<file path="src/rtl/cfg_stream_loader.sv">
// Configuration stream loader: parses 3-word host commands (header, data_lo, data_hi)
// and issues single-cycle validated write strikes to the config manager.
module cfg_stream_loader #(
  parameter logic [7:0] MAGIC = 8'hC5
) (
  input  logic        clk,
  input  logic        rst,
  input  logic        s_valid,
  input  logic [31:0] s_data,
  input  logic        s_last,
  output logic        s_ready,
  output logic [1:0]  o_cfg_sel_module,
  output logic [7:0]  o_cfg_sram_sel,
  output logic [6:0]  o_cfg_addr_write,
  output logic        o_cfg_wr_en,
  output logic [63:0] o_cfg_data,
  output logic [7:0]  o_err_cnt,
  output logic [15:0] o_wr_cnt
);

  typedef enum logic [2:0] {ST_HDR, ST_LO, ST_HI, ST_ISSUE, ST_DROP} state_e;

  state_e      state_q, state_d;
  logic [1:0]  sel_q, sel_d;
  logic [7:0]  sram_q, sram_d;
  logic [6:0]  addr_q, addr_d;
  logic [31:0] lo_q, lo_d;
  logic        ready_q, ready_d;
  logic        wr_en_q, wr_en_d;
  logic [1:0]  sel_out_q, sel_out_d;
  logic [7:0]  sram_out_q, sram_out_d;
  logic [6:0]  addr_out_q, addr_out_d;
  logic [63:0] data_out_q, data_out_d;
  logic [7:0]  err_q, err_d;
  logic [15:0] wcnt_q, wcnt_d;

  logic        xfer, hdr_ok, range_ok, err_inc, issue;
  logic [1:0]  h_sel;
  logic [7:0]  h_sram;
  logic [6:0]  h_addr;

  // Handshake: a word moves only when s_valid and s_ready are both high at a rising
  // edge; s_valid may be held across stalls, and s_data/s_last are ignored otherwise.
  assign xfer   = s_valid & ready_q;
  assign h_sel  = s_data[23:22];
  assign h_sram = s_data[21:14];
  assign h_addr = s_data[13:7];

  always_comb begin
    range_ok = 1'b0;
    case (h_sel)
      2'd0:    range_ok = (h_addr < 7'd4);
      2'd1:    range_ok = (h_sram < 8'd16) && (h_addr < 7'd4);
      2'd2:    range_ok = (h_sram < 8'd32) && (h_addr < 7'd64);
      default: range_ok = (h_sram < 8'd64);
    endcase
  end

  assign hdr_ok = (s_data[31:24] == MAGIC) && (s_data[6:0] == 7'd0) && range_ok;

  always_comb begin
    state_d = state_q;
    sel_d   = sel_q;
    sram_d  = sram_q;
    addr_d  = addr_q;
    lo_d    = lo_q;
    err_inc = 1'b0;
    issue   = 1'b0;
    case (state_q)
      ST_HDR: begin
        if (xfer) begin
          if (hdr_ok && !s_last) begin
            sel_d   = h_sel;
            sram_d  = h_sram;
            addr_d  = h_addr;
            state_d = ST_LO;
          end else begin
            err_inc = 1'b1;
            state_d = (!hdr_ok && !s_last) ? ST_DROP : ST_HDR;
          end
        end
      end
      ST_LO: begin
        if (xfer) begin
          lo_d = s_data;
          if (s_last) begin
            err_inc = 1'b1;
            state_d = ST_HDR;
          end else begin
            state_d = ST_HI;
          end
        end
      end
      ST_HI: begin
        if (xfer) begin
          issue   = 1'b1;
          state_d = ST_ISSUE;
        end
      end
      ST_ISSUE: state_d = ST_HDR;
      ST_DROP: begin
        if (xfer && s_last) state_d = ST_HDR;
      end
      default: state_d = ST_HDR;
    endcase
  end

  // The data_hi word goes straight into the output register, so the strike appears
  // in the cycle right after its transfer edge and lasts exactly one cycle.
  always_comb begin
    ready_d    = (state_d != ST_ISSUE);
    wr_en_d    = issue;
    sel_out_d  = issue ? sel_q : 2'd0;
    sram_out_d = issue ? sram_q : 8'd0;
    addr_out_d = issue ? addr_q : 7'd0;
    data_out_d = issue ? {s_data, lo_q} : 64'd0;
    err_d      = (err_inc && (err_q != 8'hFF)) ? err_q + 8'd1 : err_q;
    wcnt_d     = issue ? wcnt_q + 16'd1 : wcnt_q;
  end

  always_ff @(posedge clk or posedge rst) begin
    if (rst) begin
      state_q    <= ST_HDR;
      sel_q      <= 2'd0;
      sram_q     <= 8'd0;
      addr_q     <= 7'd0;
      lo_q       <= 32'd0;
      ready_q    <= 1'b0;
      wr_en_q    <= 1'b0;
      sel_out_q  <= 2'd0;
      sram_out_q <= 8'd0;
      addr_out_q <= 7'd0;
      data_out_q <= 64'd0;
      err_q      <= 8'd0;
      wcnt_q     <= 16'd0;
    end else begin
      state_q    <= state_d;
      sel_q      <= sel_d;
      sram_q     <= sram_d;
      addr_q     <= addr_d;
      lo_q       <= lo_d;
      ready_q    <= ready_d;
      wr_en_q    <= wr_en_d;
      sel_out_q  <= sel_out_d;
      sram_out_q <= sram_out_d;
      addr_out_q <= addr_out_d;
      data_out_q <= data_out_d;
      err_q      <= err_d;
      wcnt_q     <= wcnt_d;
    end
  end

  assign s_ready          = ready_q;
  assign o_cfg_wr_en      = wr_en_q;
  assign o_cfg_sel_module = sel_out_q;
  assign o_cfg_sram_sel   = sram_out_q;
  assign o_cfg_addr_write = addr_out_q;
  assign o_cfg_data       = data_out_q;
  assign o_err_cnt        = err_q;
  assign o_wr_cnt         = wcnt_q;

endmodule
</file>
<file path="config.mk">
export PLATFORM = sky130hd
export DESIGN_NAME = cfg_stream_loader
export DESIGN_NICKNAME = d
export VERILOG_FILES = /design/src/rtl/cfg_stream_loader.sv
export SDC_FILE = /design/constraint.sdc
export NUM_CORES = 1
export LEC_CHECK = 0
export ABC_AREA = 1
export ABC_CLOCK_PERIOD_IN_PS = 6900
export BUFFER_PORTS_ARGS = -buffer_cell sky130_fd_sc_hd__buf_2
export CAP_MARGIN = 20
export CORE_MARGIN = 5
export CORE_UTILIZATION = 50
export CTS_CLUSTER_DIAMETER = 150
export DETAILED_ROUTE_END_ITERATION = 8
export PLACE_DENSITY = 0.85
export SKIP_LAST_GASP = 1
export SLEW_MARGIN = 20
export SYNTH_ARGS = -nofsm -noshare
export SYNTH_HDL_FRONTEND = slang
export SYNTH_SLANG_ARGS = --single-unit
</file>
<file path="constraint.sdc">
create_clock -name clk -period 6.9 [get_ports clk]
set_input_delay 2.07 -clock clk [delete_from_list [all_inputs] [get_ports clk]]
set_output_delay 2.07 -clock clk [all_outputs]
set_load 0.1 [all_outputs]
</file>
==> out/results.tsv, run 1 <==
stage	metric	value	unit
run_status	status	complete, no violations	
setup_path	cp_common_cell	nand2_1	
setup_path	slowest_stage	nand3_2	
place	post_dp_cell_area	0.00681	mm2
clock_network	cts-buffers-inserted	17	
sta	hold_viol_final	0	
routing	via_per_inst	4.71	
floorplanning	die_area	0.0143	mm2
synthesis	synth.avg_cell_area	9.92	um2
synthesis	synthCells	603	
clock_network	cts_tree	built	
global_routing	grt_pass1_vias	4195	
global_routing	grt_max_degree	108	
setup_path	cp.required	7.18	ns
sta	final.setup.tns	0	ns
clock_network	clock_latency	0.41	ns
clock_network	root_buffer	clkbuf_16	
sta	fmax	292	MHz
place	portBuffers	142	
global_routing	antenna_found_initial	0	
setup_path	worstSetupPathDepth	9	
pwr	power_leakage	0.00400	uW
sta	drv_slew	0	
layout	fin_area	0.00743	mm2
setup_path	max_stage_delay	0.58	ns
floorplanning	dieHeight	119	um
setup_path	cp-end-kind	flip-flop	
synthesis	syn_area	0.00598	mm2
synthesis	ys_ff_latch	159	
sta	rsz0062_at_grt	no	
pwr	powerDensity	285	mW/mm2
global_routing	grt_usage	18.2	%
floorplanning	io_pins	143	
clock_network	cts_htree_levels	4	
setup_path	start_kind	input pin	
clock_network	post-cts-setup-buffer-count	0	
sta	fin_worst_skew	0.00787	ns
layout	drive_gt1_share	25.6	%
clock_network	cts-resized-gates	0	
layout	layout_common_cells	159 x dfrtp_1, 142 x buf_2, 111 x nand2_1	
sta	setup_viol	0	
floorplanning	rows	40	
layout	diodes	0	
place	place_congestion	0.863	
routing	antenna_left	0	
worst_hold_path	holdPathStages	2	
routing	drc_errors	0	
floorplanning	core_area	0.0119	mm2
clock_network	cts_sinks	159	
synthesis	ys_seq_area_share	66.5	%
routing	drtIter0Drc	465	
setup_path	critical_path_arrival	3.71	ns
flow_run	max_cap_violations	0	
routing	drtPass1Iterations	5	
place	place_hpwl	8190	um
setup_path	crit_buf_inv	2	
setup_path	crit_chain	buf_2 > inv_1 > nand2_1 > nand2_1 > nand3_1 > nor2_1 > nand3_2 > nand2_1 > o21ai_1	
setup_path	crit_family	simple AND/OR/NAND/NOR gates	
sta	fin_worst_hold_slack	0.485	ns
synthesis	syn-num-nets	641	
sta	max-slew-margin-rel	34.6	%
clock_network	ctsHoldBuffers	0	
layout	area_growth	24.1	%
routing	vias	4268	
synthesis	yosysUniqueCellTypes	26	
worst_hold_path	hold_class	reg2reg	
pwr	ir_drop	305	uV
clock_network	clkSlewWorstSetupHoldPaths	0.06	ns
sta	worstMarginPinSlew	0.982	ns
floorplanning	initial_core_util	50.4	%
clock_network	cts.path.max_buffers	2	
sta	period_share	49.6	%
layout	layout.nets	784	
global_routing	grt-ovfl-total	0	
setup_path	worstPathMaxFanout	35	
routing	drt-total-wl	12300	um
routing	post_drt_wl_per_cell	13.6	um
global_routing	grt_pass1_wl	20400	um
sta	min_period	3.43	ns
synthesis	synth_warnings	0	
setup_path	critPathKind	in2reg	
setup_path	ff2ff_path_depth	6	
layout	final_common_cell	dfrtp_1	
floorplanning	dieWidth	119	um
==> through the flow <==
step	setup WS [ns]	utilization (%)	cells	total power (uW)
2_1_floorplan	0.538	-	603	1140
3_5_place_dp	3.01	57.4	874	1190
5_1_grt	3.27	62.6	906	2200
6_report	3.47	62.6	906	2120
4_1_cts	3.35	62.5	906	2140
3_3_place_gp	3.04	57.4	874	1190
==> state kept, by name, summed over array words and instances, names as in the netlist <==
| register | count |
|---|---|
| o_cfg_sram_sel | 8 |
| state_q | 3 |
| o_err_cnt | 8 |
| addr_q | 7 |
| o_cfg_wr_en | 1 |
| o_wr_cnt | 16 |
| s_ready | 1 |
| o_cfg_data | 64 |
| o_cfg_sel_module | 2 |
| sram_q | 8 |
| lo_q | 32 |
| o_cfg_addr_write | 7 |
| sel_q | 2 |
==> Yosys cell counts <==
cell / n / area share, %
dfrtp_1: 159 / 66
nand2_1: 111 / 7.0
inv_1: 95 / 6.0
nor2_1: 94 / 5.9
o21ai_0: 36 / 3.0
nand3_1: 18 / 1.5
o21ai_1: 17 / 1.4
buf_2: 15 / 1.3
xnor2_1: 12 / 1.8
nand4_1: 7 / 0.73
xor2_1: 7 / 1.0
clkbuf_1: 5 / 0.31
nor2_2: 4 / 0.42
nor3_1: 4 / 0.33
inv_2: 3 / 0.19
nor3_2: 3 / 0.50
ha_1: 2 / 0.42
nand2_2: 2 / 0.21
nand3_2: 2 / 0.33
a22oi_1: 1 / 0.13
nand2_4: 1 / 0.19
nand3b_2: 1 / 0.19
nor3_4: 1 / 0.27
nor3b_2: 1 / 0.21
o211ai_1: 1 / 0.13
o41ai_1: 1 / 0.15
==> worst min-delay path: cells and delay by family, from the launching register on <==
| family | cells | cell delay, ns |
|---|---|---|
| compound gates | 1 | 0.06 |
| simple gates | 1 | 0.05 |
| flops | 1 | 0.34 |
==> cells by family after synthesis <==
family,share of synthesized area (%)
compound gates,4.83
xor+xnor,2.78
fa+ha+maj,0.418
buf+inv,7.72
flops,66.5
simple gates,17.8
==> where the power goes <==
part           switching [uW]  internal, uW  total (uW)
Clock                     350           596         945
Sequential               19.9           948         967
Combinational             164          38.7         203
==> layout make-up <==
type                    instances  area, um2
fillers                       947       4440
flip-flops and latches        159       3980
multi-input cells             326       1560
repair buffers                144        726
clock buffers                  22        474
inverters                      98        373
well taps                     147        184
clock inverters                10        135
==> per-layer routing <==
metal | part of all wire (%) | vias to the layer above | GRT usage [%] | routed length, um
met5 | 0 | - | 0 | 0
met4 | 1.3 | 0 | 6.01 | 165
met3 | 6.3 | 12 | 5.94 | 769
met2 | 48 | 129 | 29.4 | 5920
met1 | 44 | 2018 | 23.4 | 5440
li1 | - | 2109 | - | -
==> final timing paths <==
| path | start | to | slack (ns) |
|---|---|---|---|
| hold / removal | lo_q[7]$_DFFE_PP0P_ | lo_q[7]$_DFFE_PP0P_ | 0.49 |
| max in group asynchronous | rst | lo_q[18]$_DFFE_PP0P_ | 3.81 |
| setup / recovery | s_data[23] | sram_q[3]$_DFFE_PP0P_ | 3.47 |
| hold reg to reg | lo_q[7]$_DFFE_PP0P_ | lo_q[7]$_DFFE_PP0P_ | 0.49 |
| setup reg to reg | state_q[1]$_DFF_PP0_ | sram_q[3]$_DFFE_PP0P_ | 4.89 |
| min in group asynchronous | rst | o_cfg_data[36]$_DFF_PP0_ | 1.86 |
No activity file was read; power rests on OpenSTA's default activity.
==> inputs of run 2 (changes only) <==
ABC_CLOCK_PERIOD_IN_PS = 2800   (was 6900)
CORE_UTILIZATION = 48   (was 50)
PLACE_DENSITY = 0.86   (was 0.85)
clock period = 2.8 ns   (was 6.9 ns; I/O delays follow)
==> out/results.tsv, run 2 (synthesis gave the netlist of run 1 again) <==
stage	metric	value	unit	change
clock_network	root_buffer	clkbuf_16		
routing	vias	4333		+1.5%
layout	final_common_cell	dfrtp_1		
layout	diodes	0		unchanged
layout	drive_gt1_share	25.9	%	+0.36 points
setup_path	worstPathMaxFanout	6		-83%
layout	layout_common_cells	159 x dfrtp_1, 142 x buf_2, 111 x nand2_1		
flow_run	max_cap_violations	0		unchanged
place	place_ws	0.524	ns	-2.48 ns
routing	drt-total-wl	13000	um	+5.8%
clock_network	cts_htree_levels	4		unchanged
global_routing	grt_max_degree	93		-14%
clock_network	clock_latency	0.42	ns	about the same
clock_network	cts.path.max_buffers	2		unchanged
layout	largest_register_ffs	64		unchanged
routing	drtIter0Drc	335		-28%
worst_hold_path	hold_class	reg2reg		
place	place_hpwl	8750	um	+6.8%
setup_path	r2r_slack	1.13	ns	-3.76 ns
setup_path	crit_chain	buf_2		
sta	hold_viol_final	0		unchanged
routing	antenna_left	0		unchanged
pwr	powerDensity	727	mW/mm2	+160%
routing	drtPass1Iterations	4		-1
clock_network	cts_tree	built		
sta	fmax	455	MHz	
sta	fin_worst_skew	0.00733	ns	-0.000539 ns
layout	area_growth	26.5	%	
pwr	internal_power	4180	uW	+160%
global_routing	grt_pass1_wl	21100	um	+3.3%
worst_hold_path	hold_end	lo_q[31]$_DFFE_PP0P_		
sta	period_share	78.5	%	
sta	setup_viol	0		unchanged
global_routing	grt_pass1_vias	4299		+2.5%
global_routing	antenna_found_initial	0		unchanged
setup_path	cp-end-kind	output port		
setup_path	cp.required	1.96	ns	-5.22 ns
worst_hold_path	holdPathStages	2		unchanged
pwr	power	5500	uW	+160%
setup_path	ff2ff_path_depth	7		+1
floorplanning	die_area	0.0148	mm2	+3.8%
sta	min_period	2.20	ns	
clock_network	clkSlewWorstSetupHoldPaths	0.06	ns	about the same
sta	worstMarginPinSlew	0.508	ns	-0.474 ns
pwr	power_leakage	0.00406	uW	+1.4%
pwr	p_seq_share	43.3	%	-2.4 points
floorplanning	dieWidth	122	um	+1.9%
setup_path	crit_family	buffers and inverters		
global_routing	grt_usage	18.5	%	+0.25 points
layout	nFillCells	1013		+7.0%
floorplanning	dieHeight	122	um	+1.9%
sta	drv_slew	0		unchanged
clock_network	ctsHoldBuffers	0		unchanged
setup_path	r2r-start	s_ready$_DFF_PP0_		
clock_network	cts-resized-gates	0		unchanged
setup_path	max_stage_delay	0.48	ns	-0.10 ns
pwr	pwr-share-comb	9.2	%	-0.4 points
floorplanning	initial_core_util	49.4	%	-1.0 points
place	portBuffers	142		unchanged
floorplanning	rows	40		unchanged
setup_path	r2r-end	o_wr_cnt[15]$_DFFE_PP0P_		
setup_path	critical_path_arrival	1.36	ns	-2.35 ns
clock_network	cts_sinks	159		unchanged
place	place_congestion	0.828		-4.0%
setup_path	critPathKind	reg2out		
layout	layout.nets	788		+0.51%
sta	final.setup.worst_slack	0.601	ns	-2.87 ns
setup_path	crit_buf_inv	1		-1
global_routing	grt-ovfl-total	0		unchanged
clock_network	post-cts-setup-buffer-count	0		unchanged
sta	rsz0062_at_grt	no		
pwr	power_frac_clock	47.5	%	+2.8 points
run_status	status	complete, no violations		
setup_path	slowest_stage	buf_2		
setup_path	start_kind	flip-flop		
routing	via_per_inst	4.67		-0.88%
worst_hold_path	hold_start	lo_q[31]$_DFFE_PP0P_		
pwr	p_sw_share	24.1	%	-1.1 points
floorplanning	io_pins	143		unchanged
place	numPlacedInstances	899		+2.9%
routing	post_drt_wl_per_cell	14.0	um	+3.3%
layout	finalNonFillerCells	928		+2.4%
pwr	p_sw	1330	uW	+150%
pwr	ir_drop	518	uV	+70%
routing	drc_errors	0		unchanged
floorplanning	core_area	0.0121	mm2	+2.1%
clock_network	cts-buffers-inserted	17		unchanged
sta	max-slew-margin-rel	66.4	%	+32 points
run 2: cell count changes in the layout (fill, tap and decap cells not counted), sizes merged:
cell    previous run  this run
bufinv             3         7
buf              144       148
inv               98        97
clkinv             3         2
clkbuf            22        17
run 2: power by group through the flow:
| stage | Sequential (uW) | Combinational, uW | Clock [uW] |
|---|---|---|---|
| after floorplan | 2660 | 152 | 0 |
| after global placement | 2420 | 511 | 0 |
| after detailed placement | 2420 | 514 | 0 |
| after CTS | 2380 | 516 | 2660 |
| after global routing | 2390 | 548 | 2770 |
| final | 2380 | 508 | 2610 |
run 2: routing by layer:
| metal | track usage (%) | vias up | share of wire (%) |
|---|---|---|---|
| li1 | - | 2118 | - |
| met1 | 22.9 | 2082 | 43 |
| met2 | 30.8 | 123 | 51 |
| met3 | 5.48 | 10 | 5.6 |
| met4 | 6.79 | 0 | 0.91 |
| met5 | 0 | - | 0 |
run 2: worst max-delay path by stage:
| stage | start | to | slack (ns) | depth (start not counted) |
|---|---|---|---|---|
| detailed placement | s_data[29] | o_err_cnt[6]$_DFFE_PP0P_ | 0.52 | 12 |
| CTS | o_wr_cnt[3]$_DFFE_PP0P_ | o_wr_cnt[3] | 0.57 | 1 |
| finish | o_wr_cnt[3]$_DFFE_PP0P_ | o_wr_cnt[3] | 0.60 | 1 |
| global placement | s_data[29] | o_err_cnt[3]$_DFFE_PP0P_ | 0.55 | 12 |
| floorplan | rst | addr_q[0]$_DFFE_PP0P_ | -0.05 | 1 |
| global route | o_wr_cnt[3]$_DFFE_PP0P_ | o_wr_cnt[3] | 0.53 | 1 |
run 2: through the flow:
stage,util (%),TNS [ns],area (um2),hold slack [ns]
2_1_floorplan,-,-8.72,5990,0.453
3_3_place_gp,57.0,0,6900,0.465
3_5_place_dp,57.0,0,6900,0.474
4_1_cts,62.5,0,7570,0.489
5_1_grt,62.5,0,7570,0.505
6_report,62.5,0,7570,0.483
run 2: final cells by class:
cell class,count,area [um2],share of cell area (%)
Sequential cell,159,3980,52.6
Multi-Input combinational cell,326,1550,20.4
Timing Repair Buffer,148,793,10.5
Clock buffer,17,425,5.62
Inverter,98,372,4.91
Clock inverter,12,243,3.21
Tap cell,168,210,2.78
run 2: worst register-to-register path, stage by stage (launching register included):
cell	delay, ns
dfrtp_1	0.38
nand2_1	0.13
inv_1	0.12
nand4_1	0.19
buf_12	0.39
inv_1	0.20
nand2_1	0.10
nand2_1	0.06
==> inputs of run 3 (changes only) <==
ABC_CLOCK_PERIOD_IN_PS = 2230   (was 2800)
CORE_UTILIZATION = 50   (was 48)
PLACE_DENSITY = 0.85   (was 0.86)
clock period = 2.23 ns   (was 2.8 ns; I/O delays follow)
==> out/results.tsv, run 3 (synthesis gave the netlist of run 1 again) <==
stage	metric	value	unit	change
run_status	status	complete, no violations		
layout	final_common_cell	dfrtp_1		
global_routing	grt_pass1_vias	4287		-0.28%
clock_network	cts-resized-gates	0		unchanged
global_routing	antenna_found_initial	0		unchanged
sta	drv_slew	0		unchanged
setup_path	cp-end-kind	output port		
floorplanning	io_pins	143		unchanged
clock_network	cts.path.max_buffers	2		unchanged
floorplanning	dieHeight	119	um	-1.9%
setup_path	crit_chain	buf_2		
setup_path	crit_buf_inv	1		unchanged
setup_path	cp.required	1.56	ns	-0.40 ns
sta	fin_worst_skew	0.00496	ns	-0.00237 ns
clock_network	cts_tree	built		
pwr	p_sw_share	25.7	%	+1.6 points
pwr	p_seq_share	45.9	%	+2.6 points
clock_network	ctsHoldBuffers	0		unchanged
sta	setup_viol	0		unchanged
clock_network	cts_htree_levels	4		unchanged
routing	antenna_left	0		unchanged
global_routing	grt-ovfl-total	0		unchanged
setup_path	start_kind	flip-flop		
sta	period_share	89.7	%	
routing	via_per_inst	4.77		+2.2%
pwr	power_leakage	0.00407	uW	+0.41%
global_routing	grt_pass1_wl	21100	um	-0.17%
routing	vias	4372		+0.90%
place	place_congestion	0.827		-0.16%
layout	diodes	0		unchanged
clock_network	cts-buffers-inserted	17		unchanged
setup_path	r2r-start	o_err_cnt[0]$_DFFE_PP0P_		
sta	rsz0062_at_grt	no		
setup_path	startpoint	o_err_cnt[4]$_DFFE_PP0P_		
setup_path	crit_family	buffers and inverters		
setup_path	slowest_stage	buf_2		
clock_network	cts_sinks	159		unchanged
pwr	ir_drop	860	uV	+66%
floorplanning	die_area	0.0143	mm2	-3.7%
clock_network	post-cts-setup-buffer-count	0		unchanged
floorplanning	initial_core_util	50.4	%	+1.0 points
routing	drtIter0Drc	370		+10%
setup_path	max_stage_delay	0.47	ns	about the same
floorplanning	rows	40		unchanged
flow_run	max_cap_violations	0		unchanged
sta	final.setup.tns	0	ns	unchanged
layout	layout_common_cells	159 x dfrtp_1, 142 x buf_2, 111 x nand2_1		
routing	drc_errors	0		unchanged
layout	finalNonFillerCells	916		-1.3%
sta	worstMarginPinSlew	0.504	ns	-0.00402 ns
clock_network	root_buffer	clkbuf_16		
layout	area_growth	26.6	%	about the same
sta	fmax	500	MHz	
floorplanning	core_area	0.0119	mm2	-2.1%
sta	max-slew-margin-rel	66.6	%	+0.27 points
layout	postLayoutCoreUtil	63.9	%	+1.4 points
worst_hold_path	hold_class	in2async		
place	place_hpwl	8950	um	+2.2%
routing	drtPass1Iterations	4		unchanged
setup_path	critPathKind	reg2out		
routing	drt-total-wl	12800	um	-1.6%
place	portBuffers	142		unchanged
setup_path	worstPathMaxFanout	6		unchanged
global_routing	grt_max_degree	65		-30%
pwr	power	6530	uW	+19%
sta	hold_viol_final	0		unchanged
global_routing	grt_usage	19.0	%	+0.49 points
layout	largest_register_ffs	64		unchanged
pwr	p_sw	1680	uW	+26%
pwr	powerDensity	862	mW/mm2	+19%
clock_network	clock_latency	0.42	ns	about the same
layout	layout.nets	794		+0.76%
pwr	internal_power	4850	uW	+16%
layout	drive_gt1_share	26.4	%	+0.48 points
setup_path	critical_path_arrival	1.33	ns	-0.03 ns
routing	post_drt_wl_per_cell	14.0	um	-0.31%
sta	min_period	2.00	ns	
floorplanning	dieWidth	119	um	-1.9%
place	numPlacedInstances	884		-1.7%
pwr	power_frac_clock	44.2	%	-3.3 points
clock_network	clkSlewWorstSetupHoldPaths	0.06	ns	about the same
pwr	pwr-share-comb	9.9	%	+0.7 points
run 3: cell types whose count changed in the layout (fill, tap and decap cells not counted), sizes merged:
cell	previous run	this run
clkbuf	17	21
buf	148	154
clkinv	2	4
clkinvlp	4	5
bufinv	7	3
run 3: final timing paths:
path	end	slack (ns)	cells past startpoint
setup / recovery	o_err_cnt[4]	0.23	1
hold / removal	o_cfg_data[37]$_DFF_PP0_	0.26	2
setup reg to reg	o_err_cnt[6]$_DFFE_PP0P_	0.55	7
hold reg to reg	lo_q[19]$_DFFE_PP0P_	0.48	2
max in group asynchronous	o_cfg_data[61]$_DFF_PP0_	1.29	4
min in group clk	lo_q[19]$_DFFE_PP0P_	0.48	2
run 3: cell type report:
type	instances	area [um2]
clock buffers	21	450
repair buffers	154	901
well taps	147	184
clock inverters	11	140
fillers	917	4290
inverters	98	372
flip-flops and latches	159	3980
multi-input cells	326	1550
run 3: layer usage:
layer	vias up	GRT usage, %	share of wire [%]
met5	-	0	0
met4	0	7.37	2.0
met3	25	6.65	6.9
met2	145	30.2	48
met1	2067	23.9	43
li1	2135	-	-
run 3: stage by stage:
step                hold slack, ns  instance area (um2)  worst slack [ns]
floorplan                    0.453                 5990            -0.454
global placement             0.466                 6980             0.176
detailed placement           0.473                 6980             0.165
CTS                          0.253                 7570             0.206
global route                 0.274                 7570             0.149
finish                       0.265                 7570             0.230
run 3: power by group through the flow:
stage	Combinational, uW	Clock [uW]	Sequential, uW
floorplan	191	0	3340
global placement	648	0	3040
detailed placement	654	0	3050
CTS	657	2930	2990
global route	697	3060	3000
finish	648	2880	2990
run 3: worst register-to-register path: stages (launching register included):
cell     delay (ns)
dfrtp_1        0.42
ha_1           0.26
nand4_1        0.14
nor3_1         0.07
nor2_2         0.35
nand2_4        0.14
nand2_1        0.10
nand2_1        0.08
